File: config.mk
export PLATFORM = sky130hd
export DESIGN_NAME = mem_arbiter_flat
export DESIGN_NICKNAME = d
export VERILOG_FILES = /design/src/rtl/mem_arbiter_if.sv /design/src/rtl/mem_arbiter.sv /design/src/flat_wrapper.sv
export SDC_FILE = /design/constraint.sdc
export NUM_CORES = 1
export LEC_CHECK = 0
export CORE_UTILIZATION = 38
export DETAILED_ROUTE_END_ITERATION = 12
export PLACE_DENSITY = 0.77
export RECOVER_POWER = 50
export SLEW_MARGIN = 0
export SYNTH_ARGS = -nofsm -noshare
export SYNTH_HDL_FRONTEND = slang
export SYNTH_SLANG_ARGS = --single-unit
File: constraint.sdc
create_clock -name i_clk -period 5.1 [get_ports i_clk]
set_clock_uncertainty 0.05 [all_clocks]
set_input_delay 1.275 -clock i_clk [delete_from_list [all_inputs] [get_ports i_clk]]
set_output_delay 1.275 -clock i_clk [all_outputs]
set_load 0.03 [all_outputs]
File: src/rtl/mem_arbiter_if.sv
// Bus bundle between the fetch/LSU requesters, the arbiter and the memory.
// Signal names are seen from the arbiter: i_* flow in, o_* flow out.
interface mem_arbiter_if #(
    parameter int ADDR_W = 32,
    parameter int DATA_W = 32
) ();
    localparam int BE_W = DATA_W / 8;

    logic              i_if_req;
    logic [ADDR_W-1:0] i_if_addr;
    logic              o_if_ack;
    logic [DATA_W-1:0] o_if_rdata;
    logic              o_if_err;

    logic              i_ls_req;
    logic              i_ls_we;
    logic [BE_W-1:0]   i_ls_be;
    logic [ADDR_W-1:0] i_ls_addr;
    logic [DATA_W-1:0] i_ls_wdata;
    logic              o_ls_ack;
    logic [DATA_W-1:0] o_ls_rdata;
    logic              o_ls_err;

    logic              o_mem_req;
    logic              o_mem_we;
    logic [BE_W-1:0]   o_mem_be;
    logic [ADDR_W-1:0] o_mem_addr;
    logic [DATA_W-1:0] o_mem_wdata;
    logic              i_mem_ack;
    logic [DATA_W-1:0] i_mem_rdata;

    logic              o_stall;

    // Arbiter side
    modport master (
        input  i_if_req, i_if_addr,
        output o_if_ack, o_if_rdata, o_if_err,
        input  i_ls_req, i_ls_we, i_ls_be, i_ls_addr, i_ls_wdata,
        output o_ls_ack, o_ls_rdata, o_ls_err,
        output o_mem_req, o_mem_we, o_mem_be, o_mem_addr, o_mem_wdata,
        input  i_mem_ack, i_mem_rdata,
        output o_stall
    );

    // Requester / memory side
    modport slave (
        output i_if_req, i_if_addr,
        input  o_if_ack, o_if_rdata, o_if_err,
        output i_ls_req, i_ls_we, i_ls_be, i_ls_addr, i_ls_wdata,
        input  o_ls_ack, o_ls_rdata, o_ls_err,
        input  o_mem_req, o_mem_we, o_mem_be, o_mem_addr, o_mem_wdata,
        output i_mem_ack, i_mem_rdata,
        input  o_stall
    );
endinterface

File: src/rtl/mem_arbiter.sv
// Shares one single-port memory bus between instruction fetch and the LSU,
// with fixed or round-robin tie-break and a per-access timeout.
module mem_arbiter #(
    parameter int ADDR_W  = 32,
    parameter int DATA_W  = 32,
    parameter int TIMEOUT = 255,
    parameter int RR      = 0
) (
    input logic          i_clk,
    input logic          i_rst,
    mem_arbiter_if.master bus
);
    localparam int BE_W  = DATA_W / 8;
    localparam int CNT_W = (TIMEOUT > 0) ? $clog2(TIMEOUT + 1) : 1;
    localparam logic [CNT_W-1:0] CNT_MAX = {CNT_W{1'b1}};
    localparam logic [CNT_W-1:0] CNT_TMO = CNT_W'(TIMEOUT - 1);

    typedef enum logic [1:0] {
        S_IDLE,
        S_IF_BUSY,
        S_LS_BUSY
    } state_t;

    state_t            r_state;
    logic              r_last_ls;
    logic [CNT_W-1:0]  r_cnt;

    logic              r_mem_req;
    logic              r_mem_we;
    logic [BE_W-1:0]   r_mem_be;
    logic [ADDR_W-1:0] r_mem_addr;
    logic [DATA_W-1:0] r_mem_wdata;

    logic              r_if_ack;
    logic [DATA_W-1:0] r_if_rdata;
    logic              r_if_err;
    logic              r_ls_ack;
    logic [DATA_W-1:0] r_ls_rdata;
    logic              r_ls_err;

    logic w_if_elig;
    logic w_ls_elig;
    logic w_gnt_ls;
    logic w_gnt_if;
    logic w_tmo;

    // A requester in its ack cycle still holds req; it must not be re-granted.
    assign w_if_elig = bus.i_if_req & ~r_if_ack;
    assign w_ls_elig = bus.i_ls_req & ~r_ls_ack;
    assign w_gnt_ls  = w_ls_elig &
                       (~w_if_elig | (RR == 0) | ~r_last_ls);
    assign w_gnt_if  = w_if_elig & ~w_gnt_ls;
    assign w_tmo     = (TIMEOUT != 0) && (r_cnt == CNT_TMO);

    always_ff @(posedge i_clk or posedge i_rst) begin
        if (i_rst) begin
            r_state     <= S_IDLE;
            r_last_ls   <= 1'b0;
            r_cnt       <= '0;
            r_mem_req   <= 1'b0;
            r_mem_we    <= 1'b0;
            r_mem_be    <= '0;
            r_mem_addr  <= '0;
            r_mem_wdata <= '0;
            r_if_ack    <= 1'b0;
            r_if_rdata  <= '0;
            r_if_err    <= 1'b0;
            r_ls_ack    <= 1'b0;
            r_ls_rdata  <= '0;
            r_ls_err    <= 1'b0;
        end else begin
            r_if_ack <= 1'b0;
            r_ls_ack <= 1'b0;
            unique case (r_state)
                S_IDLE: begin
                    if (w_gnt_ls) begin
                        r_mem_req   <= 1'b1;
                        r_mem_we    <= bus.i_ls_we;
                        r_mem_be    <= bus.i_ls_be;
                        r_mem_addr  <= bus.i_ls_addr;
                        r_mem_wdata <= bus.i_ls_wdata;
                        r_cnt       <= '0;
                        r_last_ls   <= 1'b1;
                        r_state     <= S_LS_BUSY;
                    end else if (w_gnt_if) begin
                        r_mem_req   <= 1'b1;
                        r_mem_we    <= 1'b0;
                        r_mem_be    <= '1;
                        r_mem_addr  <= bus.i_if_addr;
                        r_mem_wdata <= '0;
                        r_cnt       <= '0;
                        r_last_ls   <= 1'b0;
                        r_state     <= S_IF_BUSY;
                    end
                end
                S_IF_BUSY, S_LS_BUSY: begin
                    // A real ack outranks a timeout landing on the same cycle.
                    if (bus.i_mem_ack) begin
                        r_mem_req <= 1'b0;
                        r_state   <= S_IDLE;
                        if (r_state == S_IF_BUSY) begin
                            r_if_ack   <= 1'b1;
                            r_if_rdata <= bus.i_mem_rdata;
                            r_if_err   <= 1'b0;
                        end else begin
                            r_ls_ack   <= 1'b1;
                            r_ls_rdata <= bus.i_mem_rdata;
                            r_ls_err   <= 1'b0;
                        end
                    end else if (w_tmo) begin
                        r_mem_req <= 1'b0;
                        r_state   <= S_IDLE;
                        if (r_state == S_IF_BUSY) begin
                            r_if_ack   <= 1'b1;
                            r_if_rdata <= '0;
                            r_if_err   <= 1'b1;
                        end else begin
                            r_ls_ack   <= 1'b1;
                            r_ls_rdata <= '0;
                            r_ls_err   <= 1'b1;
                        end
                    end else if (r_cnt != CNT_MAX) begin
                        r_cnt <= r_cnt + CNT_W'(1);
                    end
                end
                default: r_state <= S_IDLE;
            endcase
        end
    end

    assign bus.o_mem_req   = r_mem_req;
    assign bus.o_mem_we    = r_mem_we;
    assign bus.o_mem_be    = r_mem_be;
    assign bus.o_mem_addr  = r_mem_addr;
    assign bus.o_mem_wdata = r_mem_wdata;
    assign bus.o_if_ack    = r_if_ack;
    assign bus.o_if_rdata  = r_if_rdata;
    assign bus.o_if_err    = r_if_err;
    assign bus.o_ls_ack    = r_ls_ack;
    assign bus.o_ls_rdata  = r_ls_rdata;
    assign bus.o_ls_err    = r_ls_err;
    assign bus.o_stall     = (bus.i_if_req & ~r_if_ack) |
                             (bus.i_ls_req & ~r_ls_ack);
endmodule

File: src/flat_wrapper.sv
// flat-port wrapper written by rule: the top's interface ports become plain ports
module mem_arbiter_flat 
#(
    parameter int ADDR_W  = 32,
    parameter int DATA_W  = 32,
    parameter int TIMEOUT = 255,
    parameter int RR      = 0
)
  (i_clk, i_rst, bus_i_if_req, bus_i_if_addr, bus_o_if_ack, bus_o_if_rdata, bus_o_if_err, bus_i_ls_req, bus_i_ls_we, bus_i_ls_be, bus_i_ls_addr, bus_i_ls_wdata, bus_o_ls_ack, bus_o_ls_rdata, bus_o_ls_err, bus_o_mem_req, bus_o_mem_we, bus_o_mem_be, bus_o_mem_addr, bus_o_mem_wdata, bus_i_mem_ack, bus_i_mem_rdata, bus_o_stall);
  mem_arbiter_if #(.ADDR_W(ADDR_W), .DATA_W(DATA_W)) bus_i ();
  input logic i_clk;
  input logic i_rst;
  input wire logic [$bits(bus_i.i_if_req)-1:0] bus_i_if_req;
  input wire logic [$bits(bus_i.i_if_addr)-1:0] bus_i_if_addr;
  output wire logic [$bits(bus_i.o_if_ack)-1:0] bus_o_if_ack;
  output wire logic [$bits(bus_i.o_if_rdata)-1:0] bus_o_if_rdata;
  output wire logic [$bits(bus_i.o_if_err)-1:0] bus_o_if_err;
  input wire logic [$bits(bus_i.i_ls_req)-1:0] bus_i_ls_req;
  input wire logic [$bits(bus_i.i_ls_we)-1:0] bus_i_ls_we;
  input wire logic [$bits(bus_i.i_ls_be)-1:0] bus_i_ls_be;
  input wire logic [$bits(bus_i.i_ls_addr)-1:0] bus_i_ls_addr;
  input wire logic [$bits(bus_i.i_ls_wdata)-1:0] bus_i_ls_wdata;
  output wire logic [$bits(bus_i.o_ls_ack)-1:0] bus_o_ls_ack;
  output wire logic [$bits(bus_i.o_ls_rdata)-1:0] bus_o_ls_rdata;
  output wire logic [$bits(bus_i.o_ls_err)-1:0] bus_o_ls_err;
  output wire logic [$bits(bus_i.o_mem_req)-1:0] bus_o_mem_req;
  output wire logic [$bits(bus_i.o_mem_we)-1:0] bus_o_mem_we;
  output wire logic [$bits(bus_i.o_mem_be)-1:0] bus_o_mem_be;
  output wire logic [$bits(bus_i.o_mem_addr)-1:0] bus_o_mem_addr;
  output wire logic [$bits(bus_i.o_mem_wdata)-1:0] bus_o_mem_wdata;
  input wire logic [$bits(bus_i.i_mem_ack)-1:0] bus_i_mem_ack;
  input wire logic [$bits(bus_i.i_mem_rdata)-1:0] bus_i_mem_rdata;
  output wire logic [$bits(bus_i.o_stall)-1:0] bus_o_stall;
  assign bus_i.i_if_req = bus_i_if_req;
  assign bus_i.i_if_addr = bus_i_if_addr;
  assign bus_o_if_ack = bus_i.o_if_ack;
  assign bus_o_if_rdata = bus_i.o_if_rdata;
  assign bus_o_if_err = bus_i.o_if_err;
  assign bus_i.i_ls_req = bus_i_ls_req;
  assign bus_i.i_ls_we = bus_i_ls_we;
  assign bus_i.i_ls_be = bus_i_ls_be;
  assign bus_i.i_ls_addr = bus_i_ls_addr;
  assign bus_i.i_ls_wdata = bus_i_ls_wdata;
  assign bus_o_ls_ack = bus_i.o_ls_ack;
  assign bus_o_ls_rdata = bus_i.o_ls_rdata;
  assign bus_o_ls_err = bus_i.o_ls_err;
  assign bus_o_mem_req = bus_i.o_mem_req;
  assign bus_o_mem_we = bus_i.o_mem_we;
  assign bus_o_mem_be = bus_i.o_mem_be;
  assign bus_o_mem_addr = bus_i.o_mem_addr;
  assign bus_o_mem_wdata = bus_i.o_mem_wdata;
  assign bus_i.i_mem_ack = bus_i_mem_ack;
  assign bus_i.i_mem_rdata = bus_i_mem_rdata;
  assign bus_o_stall = bus_i.o_stall;
  mem_arbiter #(.ADDR_W(ADDR_W), .DATA_W(DATA_W), .TIMEOUT(TIMEOUT), .RR(RR)) u_core (.i_clk(i_clk), .i_rst(i_rst), .bus(bus_i));
endmodule
==> impl_results.md, run 1 <==
- All-Layer GR Usage: between 20% and 30%
- Hold Crit Endpoint: u_core.bus.o_ls_rdata[27]$_DFFE_PP0P_
- Post-CTS Setup Bufs: 0
- Worst EP required: 5.35 ns
- Final Setup Violations: 0
- Final antenna-violating net count: 0
- Fin. max-slew vios: 200
- Largest net degree at the start of global routing: just over 90
- Die W: about 130 um
- Cell variety after synth: 38
- Hold path startpoint: u_core.bus.o_ls_rdata[27]$_DFFE_PP0P_
- Gates resized, CTS repair: 0
- CORE AREA: around 15000 um^2
- Global-route wire length before repair: 28200 um
- Bufs and invs on worst path: 2
- Crit-path max FO: 35
- Routed length per instance: approximately 18 um
- WL final: between 15000 and 20000 um
- Initial antenna violation count: 0
- Main combinational cell family by area after synthesis: compound AO/OA/AOI/OAI gates
- Max VDD drop: 461.1 uV
- Slew headroom: -48.48%
- Pre-antenna DRT Iters: 5
- #FFs+latches synth: 148
- Internal power: between 3000 and 4000 uW
- TritonCTS Buffers: 17
- Syn-to-layout area delta: 55.70%
- Synth Area in Adders: just over 1%
- Initial DRC count: between 300 and 400
- Fin. Hold Viols: 0
- Hold WC Path Type: flop to flop
- Compound-Gate Fraction of Synth Area: a little under a quarter
- CP cell instances: inv_1 -> ha_1 -> and2_1 -> clkbuf_1 -> nand2_1 -> a32o_1
- Top-level port count: approximately 280
- Reg-to-reg critical path endpoint: u_core.bus.o_if_rdata[24]$_DFFE_PP0P_
- Yosys warning count: 0
- CP startpoint kind: flop
- Failing checks: max-capacitance violations, max-slew violations
- Outcome: finished with violations
- CP top delay family: simple AND/OR/NAND/NOR gates
- Total Die Area: about 17000 um^2
- Tcrit/Tclk final: between 80% and 90%
- RSZ-0062 raised after global routing: false
- Flop2flop setup slack: 0.79 ns
- Ratio of cells with drive above 1 in the final layout: under 10%
- Power density cells: just over 700 nW/um^2
- Htree depth: 4
- Mapped Nets: around 650
- Sequential share of power: between 20% and 30%
- Post-synthesis sequential area ratio: ~60%
- Worst-skew pair later-pin latency: around 0.42 ns
- Initial cell density of the core: approximately two fifths
- Crit-path slowest cell: clkbuf_1
- Maxcap violations: 4
- WP data arrival: 4.55 ns
- Syn avg cell area: around 12 um^2
- Fin crit period: about 4.3 ns
- Mapped Cells: 502
- Std cell rows: 45
- Clock slew at reported path FFs: approximately 0.06 ns
- Reg2reg start: u_core.r_state[0]$_DFFE_PP0P_
- Least-Margin Pin Slew: approximately 2.2 ns
- Drt drc: 0
- Nets: 906
- Vias in the first global route: ~5500
- Hold slack: 0.4379 ns
- Cell area after synthesis: between 6000 and 7000 um^2
- Worst stage delay on the critical path: ~1.3 ns
- Hold buffer count at CTS: 0
- Clock power share: 18.7%
- Endpoint class of the critical path: flop
- Leakage: just under 0.004 uW
- CP Class: flop to flop
- I/O Buffers: approximately 280
- Die height: 128.6 um
- Post-detail-place hpwl: 12730 um
- Clock tree sinks: around 150
- Final Wtd Congestion: roughly 0.86
- Post-Synth XOR/XNOR Area: 0%
- Number of inserted diodes: 0
- Root Buffer: clkbuf_16
- Via count: ~5300
- Worst reg-to-reg path cell count: 6
- Post-synthesis simple-gate area fraction: 9.349%
- Gr ovfl total: 0
- Post-synthesis mux area share: less than 1%
- Clk buf depth: 2
- F_max: around 230 MHz
- Switching power: approximately 2800 uW
- CTS tree: built
- Post-route setup TNS: 0 ns
- Worst hold path depth: 1
- Vias per std cell: ~5.4
- Combinational power share: between 50% and 60%
- Switch share: roughly two fifths
cell usage in the layout, fill, tap and decap left out, types with 6 or more instances in the layout:
cell type        instances
nor2_1                  34
o21ai_0                  6
a21oi_1                  9
clkdlybuf4s50_1        274
clkbuf_16               17
nand2_1                 73
a22o_1                  35
inv_1                   11
a31oi_1                 34
dfrtp_1                148
a32o_1                  65
area by class of cell:
cell class,instances,area (um^2)
fillers,1241,5946
flip-flops and latches,148,3704
repair buffers,285,2811
multi-input cells,299,2047
clock buffers,19,452.9
well taps,211,264.0
clock inverters,12,153.9
inverters,12,48.80
state kept, by name (all words and copies together) (netlist names), 2 cells and up:
| name | cells |
|---|---|
| u_core.bus.o_if_rdata | 32 |
| u_core.bus.o_ls_rdata | 32 |
| u_core.bus.o_mem_addr | 32 |
| u_core.bus.o_mem_wdata | 32 |
| u_core.r_cnt | 8 |
| u_core.bus.o_mem_be | 4 |
| u_core.r_state | 2 |
layer usage:
metal / up-vias / part of all wire [%] / track usage (%)
li1: 2408 / - / -
met1: 2657 / 39 / 25.33
met2: 246 / 49 / 38.00
met3: 18 / 11 / 8.981
met4: 0 / 1.1 / 6.298
met5: - / 0 / 0
cell usage after synthesis:
cell / n / share of area, %
dfrtp_1: 148 / 61
nand2_1: 72 / 4.4
a32o_1: 65 / 11
a22o_1: 35 / 5.0
nor2_1: 35 / 2.2
a31oi_1: 34 / 3.5
clkbuf_1: 17 / 1.0
inv_1: 12 / 0.74
buf_2: 11 / 0.90
a21oi_1: 9 / 0.74
buf_6: 8 / 1.5
clkbuf_8: 6 / 1.4
o21ai_0: 6 / 0.49
ha_1: 5 / 1.0
o211ai_1: 5 / 0.62
o22a_1: 4 / 0.58
o41ai_1: 3 / 0.43
and2_1: 2 / 0.21
nand2_4: 2 / 0.37
nand2b_4: 2 / 0.45
nand4_1: 2 / 0.21
nor2b_1: 2 / 0.21
or4_1: 2 / 0.25
a21oi_2: 1 / 0.14
a22oi_1: 1 / 0.12
a31o_1: 1 / 0.14
a41oi_1: 1 / 0.14
and3_2: 1 / 0.12
and3b_1: 1 / 0.14
and4_2: 1 / 0.16
buf_4: 1 / 0.12
mux2i_1: 1 / 0.16
nand3_1: 1 / 0.082
nand4_4: 1 / 0.35
nor2_2: 1 / 0.10
o21ai_4: 1 / 0.27
o22ai_1: 1 / 0.10
or3_1: 1 / 0.10
power groups by stage:
stage / Combinational [uW] / Sequential (uW) / Clock, uW
floorplan: 1090 / 3030 / 0
global placement: 3470 / 2000 / 0
detailed placement: 3540 / 2040 / 0
CTS: 3550 / 2020 / 1300
global route: 3720 / 2080 / 1350
finish: 3510 / 2020 / 1270
worst register-to-register path, delay by kind of cell, from the launching register on:
family	cells	cell delay (ns)
buffers and inverters	2	1.32
DFF	1	0.39
AOI/OAI and AO/OA	1	0.56
adders and majority gates	1	0.44
and+or+nand+nor	2	1.41
how the worst max path moves through the flow:
stage / startpoint / endpoint / slack, ns / cells after the start
after floorplan: i_rst / u_core.bus.o_if_ack$_DFF_PP0_ / 1.91 / 1
after global placement: bus_i_ls_req / bus_o_stall / 0.85 / 4
after detailed placement: bus_i_ls_req / bus_o_stall / 0.82 / 4
after CTS: bus_i_ls_req / bus_o_stall / 0.82 / 4
after global routing: u_core.r_state[0]$_DFFE_PP0P_ / u_core.bus.o_if_rdata[22]$_DFFE_PP0P_ / 0.47 / 6
final: u_core.r_state[0]$_DFFE_PP0P_ / u_core.bus.o_if_rdata[24]$_DFFE_PP0P_ / 0.79 / 6
per-stage QoR:
step           power [uW]  utilization [%]  setup slack (ns)  cells  instance area (um^2)
2_1_floorplan        4126                -             1.914    502                  6093
3_3_place_gp         5470            57.75            0.8469    955                  8909
3_5_place_dp         5575            57.75            0.8219    955                  8909
4_1_cts              6877            61.68            0.8239    986                  9515
5_1_grt              7153            61.46            0.4715    986                  9482
6_report             6810            61.46            0.7939    986                  9482
cell families (layout without fill, tap and decap cells):
kind of cell | after synthesis | count (layout)
buf+inv | 55 | 328
mux | 1 | 1
simple gates | 126 | 126
compound gates | 167 | 167
fa+ha+maj | 5 | 5
flops | 148 | 148
Power figures use the tool's default switching activity.
==> run 2: changes to the inputs <==
- CORE_UTILIZATION: 38 -> 42
- PLACE_DENSITY: 0.77 -> 0.81
- clock period: 5.1 -> 4 ns (I/O delays scaled with it)
==> run 2 against run 1 <==
Against the previous run: the flow still finishes with violations (max-capacitance violations, max-slew violations); combinational power rose by 27%; final cell count fell by 2.9%; critical path depth fell by 2; first-iteration DRC count rose by 26%.
==> impl_results.md, run 2 (synthesis results as in run 1) <==
- Hold buffer count at CTS: 0 (unchanged)
- Routed length per instance: 19.56 um (+6.3%)
- Number of inserted diodes: 0 (unchanged)
- Initial cell density of the core: 43.53% (+4.1 points)
- F_max: ~290 MHz
- RSZ-0062 raised after global routing: false
- Power density cells: 919.1 nW/um^2 (+28%)
- TritonCTS Buffers: 17 (unchanged)
- Setup WS pre-CTS: 0.5609 ns (-0.2610 ns)
- Endpoint class of the critical path: output pin
- Top-level port count: 277 (unchanged)
- Syn-to-layout area delta: 55.68% (about the same)
- Worst-skew pair later-pin latency: 0.41 ns (about the same)
- Clk buf depth: 2 (unchanged)
- Hold WC Path Type: flop to flop
- Initial antenna violation count: 0 (unchanged)
- Outcome: finished with violations
- CORE AREA: 13990 um^2 (-9.3%)
- Vias in the first global route: 5644 (+2.2%)
- Fin. Hold Viols: 0 (unchanged)
- All-Layer GR Usage: 25.42% (+3.3 points)
- Root Buffer: clkbuf_16
- Post-route setup TNS: 0 ns (unchanged)
- Pre-antenna DRT Iters: 5 (unchanged)
- CTS tree: built
- Commonest cells after routing, fill and taps aside: 252 x clkdlybuf4s50_1, 148 x dfrtp_1, 73 x nand2_1, 65 x a32o_1
- Fin. max-slew vios: 69 (-66%)
- Post-detail-place hpwl: 12970 um (+1.9%)
- CP startpoint kind: primary input
- Leakage: 0.004011 uW (+1.1%)
- Final Setup Violations: 0 (unchanged)
- Total Die Area: 14980 um^2 (-9.4%)
- I/O Buffers: 276 (unchanged)
- Clock slew at reported path FFs: 0.06 ns (about the same)
- Gr ovfl total: 0 (unchanged)
- Htree depth: 4 (unchanged)
- Crit-path max FO: 4 (-89%)
- Final Wtd Congestion: 0.8347 (-2.4%)
- WL final: 18720 um (+3.1%)
- Largest net degree at the start of global routing: 70 (-25%)
- Worst EP required: 2.95 ns (-2.40 ns)
- Die height: 122.4 um (-4.8%)
- WP data arrival: 2.40 ns (-2.15 ns)
- Failing checks: max-capacitance violations, max-slew violations
- Nets: 907 (+0.11%)
- Commonest non-fill, non-tap cell in the layout: clkdlybuf4s50_1
- Gates resized, CTS repair: 0 (unchanged)
- CP Class: primary input to output pin
- Max VDD drop: 525.3 uV (+14%)
- Ratio of cells with drive above 1 in the final layout: 6.306% (-0.15 points)
- Clock tree sinks: 148 (unchanged)
- Drt drc: 0 (unchanged)
- Non-Filler Instances: 957 (-2.9%)
- Final Cell Area: 9480 um^2 (about the same)
- Initial DRC count: 393 (+26%)
- Maxcap violations: 2 (-2)
- Placed cells: 925 (-3.1%)
- Final antenna-violating net count: 0 (unchanged)
- Global-route wire length before repair: 28830 um (+2.2%)
- Dpl cell area: 8890 um^2 (-0.21%)
- Tcrit/Tclk final: between 80% and 90%
- Post-CTS Setup Bufs: 0 (unchanged)
- Least-Margin Pin Slew: 1.672 ns (-0.5552 ns)
- Vias per std cell: 5.608 (+3.8%)
- Slew headroom: -12.07% (+36 points)
- Via count: 5367 (+0.71%)
- Fin crit period: 3.448 ns
- Die W: 122.4 um (-4.8%)
- Std cell rows: 43 (-4.4%)
- Setup ws final: 0.5524 ns (-0.2414 ns)
run 2: path summary, 6_finish.rpt:
path	to	startpoint	depth (start not counted)	slack (ns)
max	bus_o_stall	bus_i_if_req	4	0.55
min	u_core.bus.o_ls_rdata[28]$_DFFE_PP0P_	u_core.bus.o_ls_rdata[28]$_DFFE_PP0P_	1	0.44
max reg2reg	u_core.bus.o_ls_rdata[25]$_DFFE_PP0P_	u_core.r_state[0]$_DFFE_PP0P_	7	0.79
min reg2reg	u_core.bus.o_ls_rdata[28]$_DFFE_PP0P_	u_core.bus.o_ls_rdata[28]$_DFFE_PP0P_	1	0.44
max in group asynchronous	u_core.bus.o_mem_addr[6]$_DFFE_PP0P_	i_rst	3	1.55
min in group asynchronous	u_core.bus.o_mem_wdata[15]$_DFFE_PP0P_	i_rst	2	1.40
run 2: power by group:
part           leakage [uW]  switching, uW  internal [uW]  total [uW]
clock              0.000308            594           1070        1670
sequential          0.00183            387           2190        2570
combinational       0.00187           2630           1840        4470
total               0.00401           3610           5100        8710
run 2: area by class of cell:
cell class,instances,area (um^2)
repair buffers,286,2848
clock inverters,10,153.9
clock buffers,22,464.2
inverters,12,46.29
well taps,180,225.2
multi-input cells,299,2039
flip-flops and latches,148,3704
fillers,1017,4508
run 2: critical path, cell delays in order:
cell,delay [ns]
clkdlybuf4s50_1,0.51
nand2b_4,0.08
nand2_1,0.11
clkdlybuf4s50_1,0.69
run 2: per-stage QoR:
stage	util [%]	total power, uW	hold slack, ns
2_1_floorplan	-	5261	0.4414
3_3_place_gp	63.55	6978	0.4219
3_5_place_dp	63.55	7119	0.4301
4_1_cts	67.97	8824	0.4425
5_1_grt	67.77	9150	0.4520
6_report	67.77	8714	0.4373
run 2: routing by layer:
metal	global-route usage, %	routed length, um
met4	9.375	371
met5	0	0
met1	27.57	6930
met3	9.944	1827
met2	44.59	9585
